--- src/rtl/NXConstants.sv ---
// NXConstants: node-wide message constants shared by the mesh fabric.
//   MESSAGE_WIDTH  - width of one node message payload
//   node_message_t - packed payload type of that width
package NXConstants;

   localparam int MESSAGE_WIDTH = 32;

   typedef logic [MESSAGE_WIDTH-1:0] node_message_t;

endpackage : NXConstants

--- src/rtl/nx_primitives.sv ---
// nx_primitives: shared types for the small fabric primitives.
//   arb_scheme_t - arbitration scheme selector for the stream arbiters
//                  ROUND_ROBIN : rotating priority after the last winner
//                  PRIORITY    : lowest valid index always wins
//                  WEIGHTED    : round-robin with per-stream burst hold
package nx_primitives;

   typedef enum logic [1:0] {
      ROUND_ROBIN = 2'd0,
      PRIORITY    = 2'd1,
      WEIGHTED    = 2'd2
   } arb_scheme_t;

endpackage : nx_primitives

--- src/rtl/nx_arbiter_pick.sv ---
// nx_arbiter_pick: combinational rotating-priority picker.
// Scans the request vector starting at index 'start', wrapping modulo N,
// and returns the first requester found.
//   req   in  N   request vector
//   start in  IW  index given highest priority (must be < N)
//   grant out N   one-hot grant (all zero when nothing requests)
//   idx   out IW  index of the granted requester (0 when none)
//   any   out 1   at least one request present
module nx_arbiter_pick #(
   parameter int N = 4,
   localparam int IW = (N > 1) ? $clog2(N) : 1
) (
   input  logic [N-1:0]  req,
   input  logic [IW-1:0] start,
   output logic [N-1:0]  grant,
   output logic [IW-1:0] idx,
   output logic          any
);

   always_comb begin
      int c;
      grant = '0;
      idx   = '0;
      any   = 1'b0;
      c     = 0;
      for (int k = 0; k < N; k++) begin
         c = int'(start) + k;
         if (c >= N) begin
            c = c - N;
         end
         if (!any && req[c]) begin
            any      = 1'b1;
            idx      = IW'(c);
            grant[c] = 1'b1;
         end
      end
   end

endmodule : nx_arbiter_pick

--- src/rtl/nx_stream_arbiter_weighted.sv ---
// nx_stream_arbiter_weighted: N-to-1 stream arbiter with a registered output
// slice and a winner tag. Scheme is fixed at elaboration (round-robin, fixed
// priority, or weighted round-robin with burst hold).
//   i_clk             in  1                    clock, rising edge
//   i_rst             in  1                    synchronous reset, active low
//   i_weights         in  STREAMS*WEIGHT_WIDTH burst length per stream (0 acts as 1)
//   i_inbound_data    in  STREAMS*WIDTH        inbound payloads, stream i at [i*WIDTH +: WIDTH]
//   i_inbound_valid   in  STREAMS              inbound valids
//   o_inbound_ready   out STREAMS              inbound readies, one-hot or zero
//   o_outbound_data   out WIDTH                registered payload
//   o_outbound_id     out ID_WIDTH             stream that produced the payload
//   o_outbound_valid  out 1                    registered valid
//   i_outbound_ready  in  1                    downstream ready
module nx_stream_arbiter_weighted
   import nx_primitives::*;
#(
   parameter int          STREAMS      = 4,
   parameter int          WIDTH        = NXConstants::MESSAGE_WIDTH,
   parameter arb_scheme_t SCHEME       = ROUND_ROBIN,
   parameter int          WEIGHT_WIDTH = 4,
   localparam int         ID_WIDTH     = (STREAMS > 1) ? $clog2(STREAMS) : 1
) (
   input  logic                            i_clk,
   input  logic                            i_rst,
   input  logic [STREAMS*WEIGHT_WIDTH-1:0] i_weights,
   input  logic [STREAMS*WIDTH-1:0]        i_inbound_data,
   input  logic [STREAMS-1:0]              i_inbound_valid,
   output logic [STREAMS-1:0]              o_inbound_ready,
   output logic [WIDTH-1:0]                o_outbound_data,
   output logic [ID_WIDTH-1:0]             o_outbound_id,
   output logic                            o_outbound_valid,
   input  logic                            i_outbound_ready
);

   logic [WIDTH-1:0]        data_arr   [STREAMS];
   logic [WEIGHT_WIDTH-1:0] weight_arr [STREAMS];

   for (genvar gi = 0; gi < STREAMS; gi++) begin : g_unpack
      assign data_arr[gi]   = i_inbound_data[gi*WIDTH +: WIDTH];
      assign weight_arr[gi] = i_weights[gi*WEIGHT_WIDTH +: WEIGHT_WIDTH];
   end

   logic                    valid_reg;
   logic [WIDTH-1:0]        data_reg;
   logic [ID_WIDTH-1:0]     id_reg;
   logic [ID_WIDTH-1:0]     ptr_reg;     // last winner
   logic [ID_WIDTH-1:0]     owner_reg;   // current burst owner (WEIGHTED)
   logic [WEIGHT_WIDTH-1:0] credit_reg;  // further beats the owner may still take

   logic                    load;
   logic                    hold;
   logic [ID_WIDTH-1:0]     ptr_inc;
   logic [ID_WIDTH-1:0]     start;
   logic [STREAMS-1:0]      pick_grant;
   logic [ID_WIDTH-1:0]     pick_idx;
   logic                    pick_any;
   logic [WEIGHT_WIDTH-1:0] credit_load;

   // The slice can accept a new beat when empty or when it is draining.
   assign load = !valid_reg | i_outbound_ready;

   assign ptr_inc = (ptr_reg == ID_WIDTH'(STREAMS - 1)) ? '0 : ptr_reg + ID_WIDTH'(1);

   // Burst hold: the owner stays first in line while it is valid and has
   // credit. If it is not valid the picker falls through to the others.
   assign hold = (SCHEME == WEIGHTED) && i_inbound_valid[owner_reg] && (credit_reg != '0);

   always_comb begin
      start = ptr_inc;
      if (SCHEME == PRIORITY) begin
         start = '0;
      end else if (hold) begin
         start = owner_reg;
      end
   end

   nx_arbiter_pick #(
      .N (STREAMS)
   ) u_pick (
      .req   (i_inbound_valid),
      .start (start),
      .grant (pick_grant),
      .idx   (pick_idx),
      .any   (pick_any)
   );

   // Readies are forced low while reset is asserted, independent of slice state.
   assign o_inbound_ready = pick_grant & {STREAMS{load & pick_any & i_rst}};

   // A fresh win grants max(weight,1) beats, i.e. max(weight,1)-1 beats after this one.
   assign credit_load = (weight_arr[pick_idx] == '0) ? '0
                                                     : weight_arr[pick_idx] - WEIGHT_WIDTH'(1);

   always_ff @(posedge i_clk) begin
      if (!i_rst) begin
         valid_reg  <= 1'b0;
         data_reg   <= '0;
         id_reg     <= '0;
         ptr_reg    <= ID_WIDTH'(STREAMS - 1);
         owner_reg  <= '0;
         credit_reg <= '0;
      end else if (load) begin
         valid_reg <= pick_any;
         if (pick_any) begin
            data_reg  <= data_arr[pick_idx];
            id_reg    <= pick_idx;
            ptr_reg   <= pick_idx;
            owner_reg <= pick_idx;
            if (hold) begin
               credit_reg <= credit_reg - WEIGHT_WIDTH'(1);
            end else begin
               credit_reg <= credit_load;
            end
         end
      end
   end

   assign o_outbound_valid = valid_reg;
   assign o_outbound_data  = data_reg;
   assign o_outbound_id    = id_reg;

endmodule : nx_stream_arbiter_weighted

--- config.mk ---
export PLATFORM = sky130hd
export DESIGN_NAME = nx_stream_arbiter_weighted
export DESIGN_NICKNAME = d
export VERILOG_FILES = /design/src/rtl/NXConstants.sv /design/src/rtl/nx_primitives.sv /design/src/rtl/nx_arbiter_pick.sv /design/src/rtl/nx_stream_arbiter_weighted.sv
export SDC_FILE = /design/constraint.sdc
export NUM_CORES = 1
export LEC_CHECK = 0
export BUFFER_PORTS_ARGS = -buffer_cell sky130_fd_sc_hd__buf_2
export CORE_ASPECT_RATIO = 0.5
export CORE_UTILIZATION = 36
export DETAILED_ROUTE_END_ITERATION = 12
export PLACE_DENSITY = 0.88
export SKIP_LAST_GASP = 1
export SLEW_MARGIN = 40
export SYNTH_ARGS = -nofsm -noshare
export SYNTH_HDL_FRONTEND = slang
export SYNTH_HIERARCHICAL = 1
export SYNTH_SLANG_ARGS = --single-unit
export TNS_END_PERCENT = 10
--- constraint.sdc ---
create_clock -name i_clk -period 3.5 [get_ports i_clk]
set_input_delay 0.175 -clock i_clk [delete_from_list [all_inputs] [get_ports i_clk]]
set_output_delay 0.175 -clock i_clk [all_outputs]
set_load 0.005 [all_outputs]
Yosys cells after proc, flatten, opt, wreduce, memory -nomap -nowiden
Index checks and enable logic that the tools add are counted.
Widths: inputs -> output; s select.
- add/sub/neg operators: 8
- $mul: 0
- divide/modulo/power cells: 0
- order comparisons: 13
- equality and inequality tests: 1
- shifts and indexed selects: 0
- multiplexer cells: 40
- bitwise logic cells: 8
- reductions and logical operators: 12
- operators with widths (operator ; count):
    $mux 32 ; 6
    $ge 32x1->1 const B ; 4
    $lt 32x4->1 const B ; 4
    $ge 32x4->1 const B ; 3
    $sub 32x4->32 const B ; 3
    $bmux 32 s2 ; 1
    $mux 1 ; 16
    $mux 4 ; 4
    $or 4x4->4 ; 3
    $mux 2 ; 5
    $bmux 1 s2 ; 4
    $demux 1 s2 ; 4
    $logic_and 1x1->1 ; 7
    $add 2x2->3 const B ; 2
    $and 4x4->4 ; 1
    $logic_not 1->1 ; 4
    $sub 2x3->4 const B ; 1
    $add 2x1->3 const B ; 1
    $ge 2x3->1 const B ; 1
    $ge 3x3->1 const B ; 1
    $not 2->3 ; 1
    $add 2x1->2 const B ; 1
    $and 1x1->1 ; 2
    $eq 2x2->1 const B ; 1
    other kinds (2) ; 2
- register bits: 37
- latch bits: 0
- RAM bits: 0
- memory bits (read-only): 0
- logic and storage cells: 86
- memories kept: 0

Longest topological paths before layout
Gate-level depths: netlist of run 1.
- depth after elaboration: 21
- mapped depth: 14
- mapped depth without buffers: 10

Modules after synthesis
Netlist of run 1, hierarchy kept.
- by module, submodules not included (module ; instances ; cells each ; area an instance (sq um) ; seq. area each (sq um)):
    nx_stream_arbiter_weighted ; 1 ; 138 ; 1989.4 ; 740.7
    nx_arbiter_pick ; 1 ; 48 ; 460.4 ; 0.0

Worst setup path before layout of run 1
No wires, ideal clock.
- path type: register -> register
- start point: register ptr_reg[0]
- end point: register data_reg[17], in the netlist o_outbound_data[17]
- library setup time: 117 ps
- arrival time: 3192 ps
- setup slack: 191 ps
- stages on the path, launching flop included: 15
- path buffers: 4
- period minus slack after synthesis: 3309 ps
- path through: dfxtp_1 ha_1 nor2_1 buf_6 inv_1 ha_1 mux4_2 buf_6 and2b_2 o21ai_0 o31ai_1 buf_6 buf_6 mux4_2 a22o_1
- cells in the longest elaborated chain, start to end: 21
- RTL lines (element ; RTL line ; RTL):
    start: declaration ; nx_stream_arbiter_weighted.sv:46 ; logic [ID_WIDTH-1:0] ptr_reg;
    start signal: assignment ; nx_stream_arbiter_weighted.sv:99 ; ptr_reg <= ID_WIDTH'(STREAMS - 1);
    start signal: assignment ; nx_stream_arbiter_weighted.sv:107 ; ptr_reg <= pick_idx;
    $add 2x1->2 or $eq 2x2->1 (tied branches) ; nx_stream_arbiter_weighted.sv:62 ; assign ptr_inc = (ptr_reg == ID_WIDTH'(STREAMS - 1)) ? '0 : ptr_reg + ID_WIDTH'(1);
    $mux 2 (*) ; nx_stream_arbiter_weighted.sv:62 ;
    net ptr_inc[0] ; nx_stream_arbiter_weighted.sv:52 ; logic [ID_WIDTH-1:0] ptr_inc;
    parallel branches: the longest is 14 deep, another holds $sub 32x4->32 ; -- ;
    $mux 2 (*) ; nx_arbiter_pick.sv:31 ; if (!any && req[c]) begin
    net pick_idx[0] ; nx_stream_arbiter_weighted.sv:55 ; logic [ID_WIDTH-1:0] pick_idx;
    $not 2->3 (not written as such) (*) ; nx_stream_arbiter_weighted.sv:105 ; data_reg <= data_arr[pick_idx];
    $bmux 32 s2 (*) ; nx_stream_arbiter_weighted.sv:105 ;
    $mux 32 (not written as such) (*) (2 in a row) ; nx_stream_arbiter_weighted.sv:105 ;
    end signal: assignment ; nx_stream_arbiter_weighted.sv:105 ;
    end: declaration ; nx_stream_arbiter_weighted.sv:44 ; logic [WIDTH-1:0] data_reg;
Mark *: on every way through the listed nets, which the timed path passes. The select of a mux whose other input is x is not followed.
A chain may end at the register's enable or synchronous reset.

Final worst setup path of run 1
- start point: register ptr_reg[0]
- end point: output o_inbound_ready[3]
- cells in the longest elaborated chain, start to end: 20
- RTL lines (element ; RTL line ; RTL):
    $add 2x1->2 or $eq 2x2->1 (tied branches) ; nx_stream_arbiter_weighted.sv:62 ;
    $mux 2 (*) ; nx_stream_arbiter_weighted.sv:62 ;
    net ptr_inc[1] ; nx_stream_arbiter_weighted.sv:52 ;
    parallel branches: the longest is 14 deep, another holds $sub 32x4->32 ; -- ;
    $mux 1 (*) ; nx_arbiter_pick.sv:31 ;
    net pick_any ; nx_stream_arbiter_weighted.sv:56 ; logic pick_any;
    $and 1x1->1 (*) (2 in a row) ; nx_stream_arbiter_weighted.sv:88 ; assign o_inbound_ready = pick_grant & {STREAMS{load & pick_any & i_rst}};
    $and 4x4->4 (*) ; nx_stream_arbiter_weighted.sv:88 ;
    end: declaration ; nx_stream_arbiter_weighted.sv:28 ; output logic [STREAMS-1:0] o_inbound_ready,
Marks and branches as above.

==> run metrics, run 1 <==
synth top area cells=dfxtp_1 (30%), mux4_2 (28%), a22o_1 (11%); register bit total from synthesis=37; Ant. Diodes=0; largest net degree at the start of global routing=34; Synth Area per Inst=13.2 µm²; antenna violations before repair=0; final worst-path cycle share=0.950; FMAX=0.301 GHz; Setup TNS Final=0 ns; worst path required time=~3.3 ns; Ports=190; storage element area=about 740 µm²; Sink Count=37; IR drop worst, VDD=just under 700 µV; Congestion Overflow GR=0; clock buffer count from CTS=5; post-layout net count=519; Post-synth ARST share=0; hold path startpoint=i_rst; most common cell in the netlist=dfxtp_1; post-synthesis xor/xnor area fraction=0; max reg flops=32; DR pass1 iterations=4; met3 wire length=roughly 260 µm; RSZ-0062 raised after global routing=false; final hold violation count=0; largest family of logic cells by synthesized area=multiplexers; filler instances=564; DR WL met2=4.26 mm; CTS H-tree lvls=2; Skew-Pair Late Insertion Delay=roughly 0.27 ns; critical path fanouts, max=21; DR WL/cell=~17 µm; min Tclk post-route=3.33 ns; routed length on met1=3.04 mm; Synth warnings=6; max_cap viols=0; maximum root-to-sink buffer count=2; sequential fraction of the synthesis area=0.302; crit path kind=reg2out; r2r startpoint=ptr_reg[0]; vias in the first global route=~2,500; area of the multi-input gates=0.00158 mm²; Hold WC Path Type=in2reg; Slew Limit Fails=0; post_cts resized=0; die area=0.00716 mm²; top cells by count, synth=dfxtp_1 (37), a22o_1 (32), mux4_2 (30), ha_1 (9), o21ai_0 (9); Layout area overhead=46.9%; Top Metal Used=met4; CTS Root Buffer Type=clkbuf_16; DRC=0; Initial Util=0.388; Main synth FF type=dfxtp_1; largest area contributor in the synthesized netlist=dfxtp_1; Mapped Nets=346; Die Y-Extent=60.3 µm; Relative slew margins=0.655; initial drt markers=120; share of cells above drive strength 1=0.638; Syn Std Cell Area=0.00245 mm²; first-pass GRT wire length=11.7 mm; Leak=1.74 nW; Mapped Cells=186; Slew @ Worst Pin=0.518 ns; post-synthesis mux area share=0.353; Final ANT Viol Nets=0; hold_buf cts=0; post-CTS setup buffer count=0; Synth Area in Compound Gates=0.185; core footprint=0.00631 mm²; row count=20; placed insts=439; Distinct cells, synth=33; Setup-failing EPs final=0; Post-synth EDFFs=0; Crit. End Element=output port; Chip Width=119 µm; via count=2,417; CTS tree=done; post-DP HPWL=5.96 mm; Critical Path Start=ptr_reg[0]; crit path DAT=3.15 ns; post-route clock skew=0.00403 ns; Non-Filler Instances=447; gr usage total=0.210; Post-Synth Simple-Gate Area=0.0536; clk slew on worst S/H paths=0.05 ns; adder-cell share of the synthesized area=0.0460; routability cong.=approximately 0.83; final WL=just under 8 mm; area fraction of the dominant cell type after synthesis=0.302; CP Launch Type=flop; status=complete, no violations; routed vias/inst=5.41; power per cell area=1100 mW/mm²; IO buf count=173
-- layout make-up --
class                      count  share of cell area
inverter                       5             0.00522
clock inverter                 2             0.00974
multi-input combinational    126               0.438
sequential                    37               0.206
timing repair buffer         184               0.275
tap                           88              0.0306
clock buffer                   5              0.0348
-- logic make-up (layout without fill, tap and decap cells) --
| logic type | count (synthesis) | in the layout |
|---|---|---|
| AND/OR/NAND/NOR | 20 | 20 |
| multiplexers | 39 | 39 |
| flip-flops | 37 | 37 |
| adder cells (fa/ha/maj) | 9 | 9 |
| AO/OA/AOI/OAI | 58 | 58 |
| buffers and inverters | 23 | 196 |
-- path summary, 6_finish.rpt --
kind,depth (start not counted),end,slack (ns)
hold reg to reg,1,o_outbound_data[0],0.47
hold / removal,2,ptr_reg[1],0.13
setup reg to reg,8,o_outbound_data[24],0.20
setup / recovery,9,o_inbound_ready[3],0.17
-- per-stage QoR --
| stage | total power, mW | hold WS, ns | cell area [µm²] | setup slack (ns) | util |
|---|---|---|---|---|---|
| 5_1_grt | 4.23 | 0.164 | 3600 | 0.000607 | 0.571 |
| 2_1_floorplan | 2.78 | 0.247 | 2450 | 0.191 | - |
| 6_report | 3.95 | 0.131 | 3600 | 0.174 | 0.571 |
| 3_3_place_gp | 3.30 | 0.411 | 3420 | 0.176 | 0.542 |
| 3_5_place_dp | 3.38 | 0.412 | 3420 | 0.103 | 0.542 |
| 4_1_cts | 3.89 | 0.129 | 3580 | 0.0908 | 0.567 |
-- power breakdown --
group          total [mW]  switching (mW)  leakage, nW  internal (mW)
Sequential          0.662          0.0764        0.307          0.586
Combinational        2.79            1.22         1.35           1.57
Clock               0.495           0.164       0.0797          0.330
Total                3.95            1.47         1.74           2.48
-- layer usage --
metal | vias up | GRT usage
li1 | 1118 | -
met1 | 1232 | 0.231
met2 | 55 | 0.422
met3 | 12 | 0.0423
met4 | 0 | 0.0669
met5 | - | 0
-- layout by cell type (no fill, tap or decap), drive strengths merged --
| cell type | instances |
|---|---|
| mux2 | 2 |
| and2 | 4 |
| o211ai | 1 |
| and3 | 1 |
| nor2b | 1 |
| o21ai | 9 |
| a22o | 32 |
| nor4b | 1 |
| buf | 183 |
| nor4 | 1 |
| bufinv | 1 |
| ha | 9 |
| dfxtp | 37 |
| o311ai | 1 |
| nor2 | 3 |
| o31ai | 1 |
| clkbuf | 6 |
| nand2 | 1 |
| a32o | 1 |
| and2b | 1 |
| clkinv | 1 |
| a21boi | 4 |
| inv | 5 |
| a21oi | 1 |
| mux2i | 1 |
| nand2b | 2 |
| a22oi | 8 |
| nor3 | 1 |
| mux4 | 36 |
| nand3 | 4 |
-- critical path: stages, from the launching register on --
cell and delay (ns):
dfxtp_1 0.32, ha_1 0.30, buf_4 0.17, mux4_1 0.82
nor3_1 0.37, nand2b_1 0.20, and3_1 0.20, buf_4 0.20
and2_1 0.18, buf_2 0.13
(Power assumes the default switching activity.)
==> run 2: changes to the inputs <==
--- a/config.mk
+++ b/config.mk
@@ -7,8 +7,10 @@
 export LEC_CHECK = 0
 export BUFFER_PORTS_ARGS = -buffer_cell sky130_fd_sc_hd__buf_2
 export CORE_ASPECT_RATIO = 0.5
+export CORE_MARGIN = 2
 export CORE_UTILIZATION = 36
 export DETAILED_ROUTE_END_ITERATION = 12
+export MAX_ROUTING_LAYER = met4
 export PLACE_DENSITY = 0.88
 export SKIP_LAST_GASP = 1
 export SLEW_MARGIN = 40
==> run metrics, run 2 (same netlist as run 1, synthesis figures left out) <==
Non-Filler Instances=about 450; routability cong.=0.808; final worst-path cycle share=0.941; antenna violations before repair=0; routed vias/inst=5.18; worst path required time=3.32 ns; share of cells above drive strength 1=0.635; min Tclk post-route=3.29 ns; RSZ-0062 raised after global routing=false; Chip Width=121 µm; FMAX=between 0.3 and 0.4 GHz; initial drt markers=140; CTS tree=done; IR drop worst, VDD=595 µV; via count=2,338; Ports=190; crit path DAT=~3.1 ns; power per cell area=approximately 1000 mW/mm²; maximum root-to-sink buffer count=2; IO buf count=173; DRC=0; Layout area overhead=45.1%; final hold violation count=0; Final ANT Viol Nets=0; core footprint=0.00662 mm²; placed insts=443; clk slew on worst S/H paths=0.05 ns; post-DP HPWL=between 5 and 6 mm; most common cell after layout, fill and taps aside=buf_2; Hold WC Path Type=in2reg; final setup margin=0.206 ns; Crit. End Element=output port; Initial Util=0.370; Sink Count=37; Congestion Overflow GR=0; worst slack at placement=0.150 ns; CTS Root Buffer Type=clkbuf_16; clock buffer count from CTS=5; Slew Limit Fails=0; post-CTS setup buffer count=0; status=complete, no violations; max reg flops=32; final WL=about 7.2 mm; CP Launch Type=flop; final hold slack=0.131 ns; vias in the first global route=roughly 2,400; most frequent cells in the layout=buf_2 (173), dfxtp_1 (37), a22o_1 (32); die area=0.00752 mm²; post-route clock skew=0.00236 ns; DR pass1 iterations=4; post-layout net count=518; critical path fanouts, max=19; Setup-failing EPs final=0; row count=21; Power Total=3.72 mW; crit path kind=reg2out; largest net degree at the start of global routing=34; Ant. Diodes=0; Relative slew margins=0.664; CTS H-tree lvls=2; DR WL/cell=between 15 and 20 µm; max_cap viols=0; gr usage total=0.201; first-pass GRT wire length=between 10 and 15 mm; Skew-Pair Late Insertion Delay=0.27 ns; Die Y-Extent=approximately 62 µm; Leak=1.72 nW; Slew @ Worst Pin=0.504 ns; Setup TNS Final=0 ns
## run 2: worst paths after layout
kind,start,to,slack [ns],cells after the start
max,ptr_reg[0],o_inbound_ready[2],0.21,9
min reg2reg,o_outbound_data[16],o_outbound_data[16],0.47,1
min,i_rst,ptr_reg[1],0.13,2
max reg2reg,ptr_reg[0],o_outbound_data[3],0.23,10
## run 2: area by class of cell
| cell class | count | area, µm² |
|---|---|---|
| clock buffer | 6 | 129 |
| clock inverter | 2 | 10.0 |
| fill | 613 | 3070 |
| inverter | 5 | 18.8 |
| multi-input combinational | 126 | 1580 |
| sequential | 37 | 741 |
| tap | 92 | 115 |
| timing repair buffer | 183 | 957 |
## run 2: layer usage
metal  track usage  vias to the layer above  wire length (µm)
met1         0.242                     1143              3030
met5             -                        -                 0
met2         0.352                       65              3850
met3        0.0368                       12               255
li1              -                     1118                 -
met4        0.0480                        0               110
## run 2: per-stage QoR
step           instance area, µm²   util
2_1_floorplan                2450      -
3_3_place_gp                 3410  0.515
3_5_place_dp                 3410  0.515
4_1_cts                      3550  0.536
5_1_grt                      3550  0.537
6_report                     3550  0.537
## run 2: what timing repair did
action	in CTS	in global routing
hold buffers	0	0
setup endpoints to repair	0	32
resized for setup	0	2
## run 2: worst max-delay path: stages, from the launching register on
cell	delay [ns]
dfxtp_1	0.32
ha_2	0.39
buf_4	0.15
mux4_1	0.79
nor3_1	0.33
nand2b_1	0.17
and3_1	0.20
buf_4	0.20
and2_1	0.16
buf_2	0.13
## run 2: power by group
part	total [mW]	internal (mW)	switching (mW)
clock	0.417	0.261	0.156
combinational	2.64	1.48	1.16
sequential	0.664	0.586	0.0780
==> run 3: changes to the inputs <==
--- a/config.mk
+++ b/config.mk
@@ -8,10 +8,10 @@
 export BUFFER_PORTS_ARGS = -buffer_cell sky130_fd_sc_hd__buf_2
 export CORE_ASPECT_RATIO = 0.5
 export CORE_MARGIN = 2
-export CORE_UTILIZATION = 36
+export CORE_UTILIZATION = 40
 export DETAILED_ROUTE_END_ITERATION = 12
 export MAX_ROUTING_LAYER = met4
-export PLACE_DENSITY = 0.88
+export PLACE_DENSITY_LB_ADDON = 0.1
 export SKIP_LAST_GASP = 1
 export SLEW_MARGIN = 40
 export SYNTH_ARGS = -nofsm -noshare
==> constraint.sdc (replaced) <==
create_clock -name i_clk -period 3.7 [get_ports i_clk]
set_input_delay 0.185 -clock i_clk [delete_from_list [all_inputs] [get_ports i_clk]]
set_output_delay 0.185 -clock i_clk [all_outputs]
set_load 0.005 [all_outputs]
==> run metrics, run 3 (same netlist as run 1, synthesis figures left out) <==
post-route clock skew=0.00189 ns; Die Y-Extent=59.3 µm; Relative slew margins=0.565; Congestion Overflow GR=0; area of the multi-input gates=0.00158 mm²; Leak=between 1.5 and 2 nW; Chip Width=roughly 110 µm; max reg flops=32; CP Launch Type=flop; CTS H-tree lvls=2; IR drop worst, VDD=628 µV; r2r startpoint=ptr_reg[0]; max_cap viols=0; first-pass GRT wire length=between 9 and 10 mm; storage element area=~740 µm²; post_cts resized=0; worst path required time=3.86 ns; Skew-Pair Late Insertion Delay=roughly 0.27 ns; Final ANT Viol Nets=0; Worst R2R End=o_outbound_data[14]; routed vias/inst=5.34; slowest stage delay, CP=between 0.5 and 0.6 ns; worst hold stages=2; post-DP HPWL=roughly 5.5 mm; CTS Root Buffer Type=clkbuf_16; final worst-path cycle share=0.937; DR pass1 iterations=4; CTS tree=done; routability cong.=between 0.8 and 0.9; Slew @ Worst Pin=0.652 ns; clock buffer count from CTS=5; WHS Endpoint=ptr_reg[1]; Ports=190; hold path startpoint=i_rst; DRC=0; largest net degree at the start of global routing=18; most common cell after layout, fill and taps aside=buf_2; Ant. Diodes=0; maximum root-to-sink buffer count=2; hold_buf cts=0; critical path fanouts, max=13; CP Cell Sequence=ha_1 > nor2_1 > inv_1 > ha_1 > mux4_2 > and2b_2 > o21ai_0 > o31ai_4 > buf_6 > mux4_2 > a22o_1; gr usage total=0.187; via count=~2,300; IO buf count=between 150 and 200; Layout area overhead=44.9%; Setup TNS Final=0 ns; post-layout net count=521; crit path DAT=about 3.6 ns; Power Total=~3.5 mW; initial drt markers=65; min Tclk post-route=3.47 ns; crit path kind=reg2reg; crit-path leading delay family=multiplexers; Slowest cell on crit path=mux4_2; Sink Count=37; FMAX=0.289 GHz; DR WL/cell=15.1 µm; clk slew on worst S/H paths=0.05 ns; final hold violation count=0; FF-to-FF path depth=11; Initial Util=0.410; Hold WC Path Type=in2reg; vias in the first global route=around 2,300; Buf/Inv on CP=2; antenna violations before repair=0; Slew Limit Fails=0; RSZ-0062 raised after global routing=false; status=complete, no violations; power per cell area=roughly 1000 mW/mm²; Crit. End Element=flop; row count=20; share of cells above drive strength 1=0.634; filler instances=~500; most frequent cells in the layout=buf_2 (173), dfxtp_1 (37), a22o_1 (32); final WL=6.62 mm; R2R Setup Slk=0.23 ns; core footprint=0.00598 mm²; post-CTS setup buffer count=0; Setup-failing EPs final=0; die area=0.00680 mm²
run 3: cell count changes in the layout (fill, tap and decap cells not counted), sizes merged:
cell / change
buf: +3
clkinv: -2
clkbuf: +1
run 3: per-layer routing:
layer  up-vias  GRT usage  share of wire  wire (µm)
li1       1123          -              -          -
met1      1135      0.197           0.40       2660
met2        69      0.359           0.53       3530
met3        10     0.0358          0.049        325
met4         0     0.0627          0.016        104
met5         -          -              0          0
run 3: worst max-delay path by stage:
stage                     startpoint                   to  depth (start not counted)
after floorplan           ptr_reg[0]  o_outbound_data[17]                         14
after global placement    ptr_reg[0]  o_outbound_data[26]                         11
after detailed placement  ptr_reg[0]  o_outbound_data[16]                         11
after CTS                 ptr_reg[0]  o_outbound_data[14]                         11
after global routing      ptr_reg[0]  o_outbound_data[18]                         11
final                     ptr_reg[0]  o_outbound_data[14]                         11
run 3: where the power goes:
| part | internal (mW) | leakage, nW | switching, mW |
|---|---|---|---|
| registers | 0.554 | 0.307 | 0.0672 |
| logic | 1.40 | 1.35 | 1.12 |
| clock network | 0.264 | 0.0700 | 0.142 |
| total | 2.22 | 1.73 | 1.33 |
run 3: layout make-up:
class                      count  share of cell area
multi-input combinational    126               0.445
timing repair buffer         186               0.273
sequential                    37               0.209
clock buffer                   7              0.0402
tap                           77              0.0271
inverter                       5             0.00529
run 3: worst register-to-register path, stage by stage, from the launching register on:
cell	delay, ns
dfxtp_1	0.32
ha_1	0.19
nor2_1	0.28
inv_1	0.16
ha_1	0.38
mux4_2	0.36
and2b_2	0.29
o21ai_0	0.14
o31ai_4	0.20
buf_6	0.30
mux4_2	0.54
a22o_1	0.19
run 3: through the flow:
stage          area [µm²]   util  hold WS, ns  cells  worst slack, ns
2_1_floorplan        2450      -        0.257    186            0.391
3_3_place_gp         3400  0.569        0.421    431            0.198
3_5_place_dp         3400  0.569        0.422    431            0.135
4_1_cts              3540  0.592        0.147    438            0.123
5_1_grt              3550  0.594        0.161    438           0.0128
6_report             3550  0.594        0.148    438            0.235
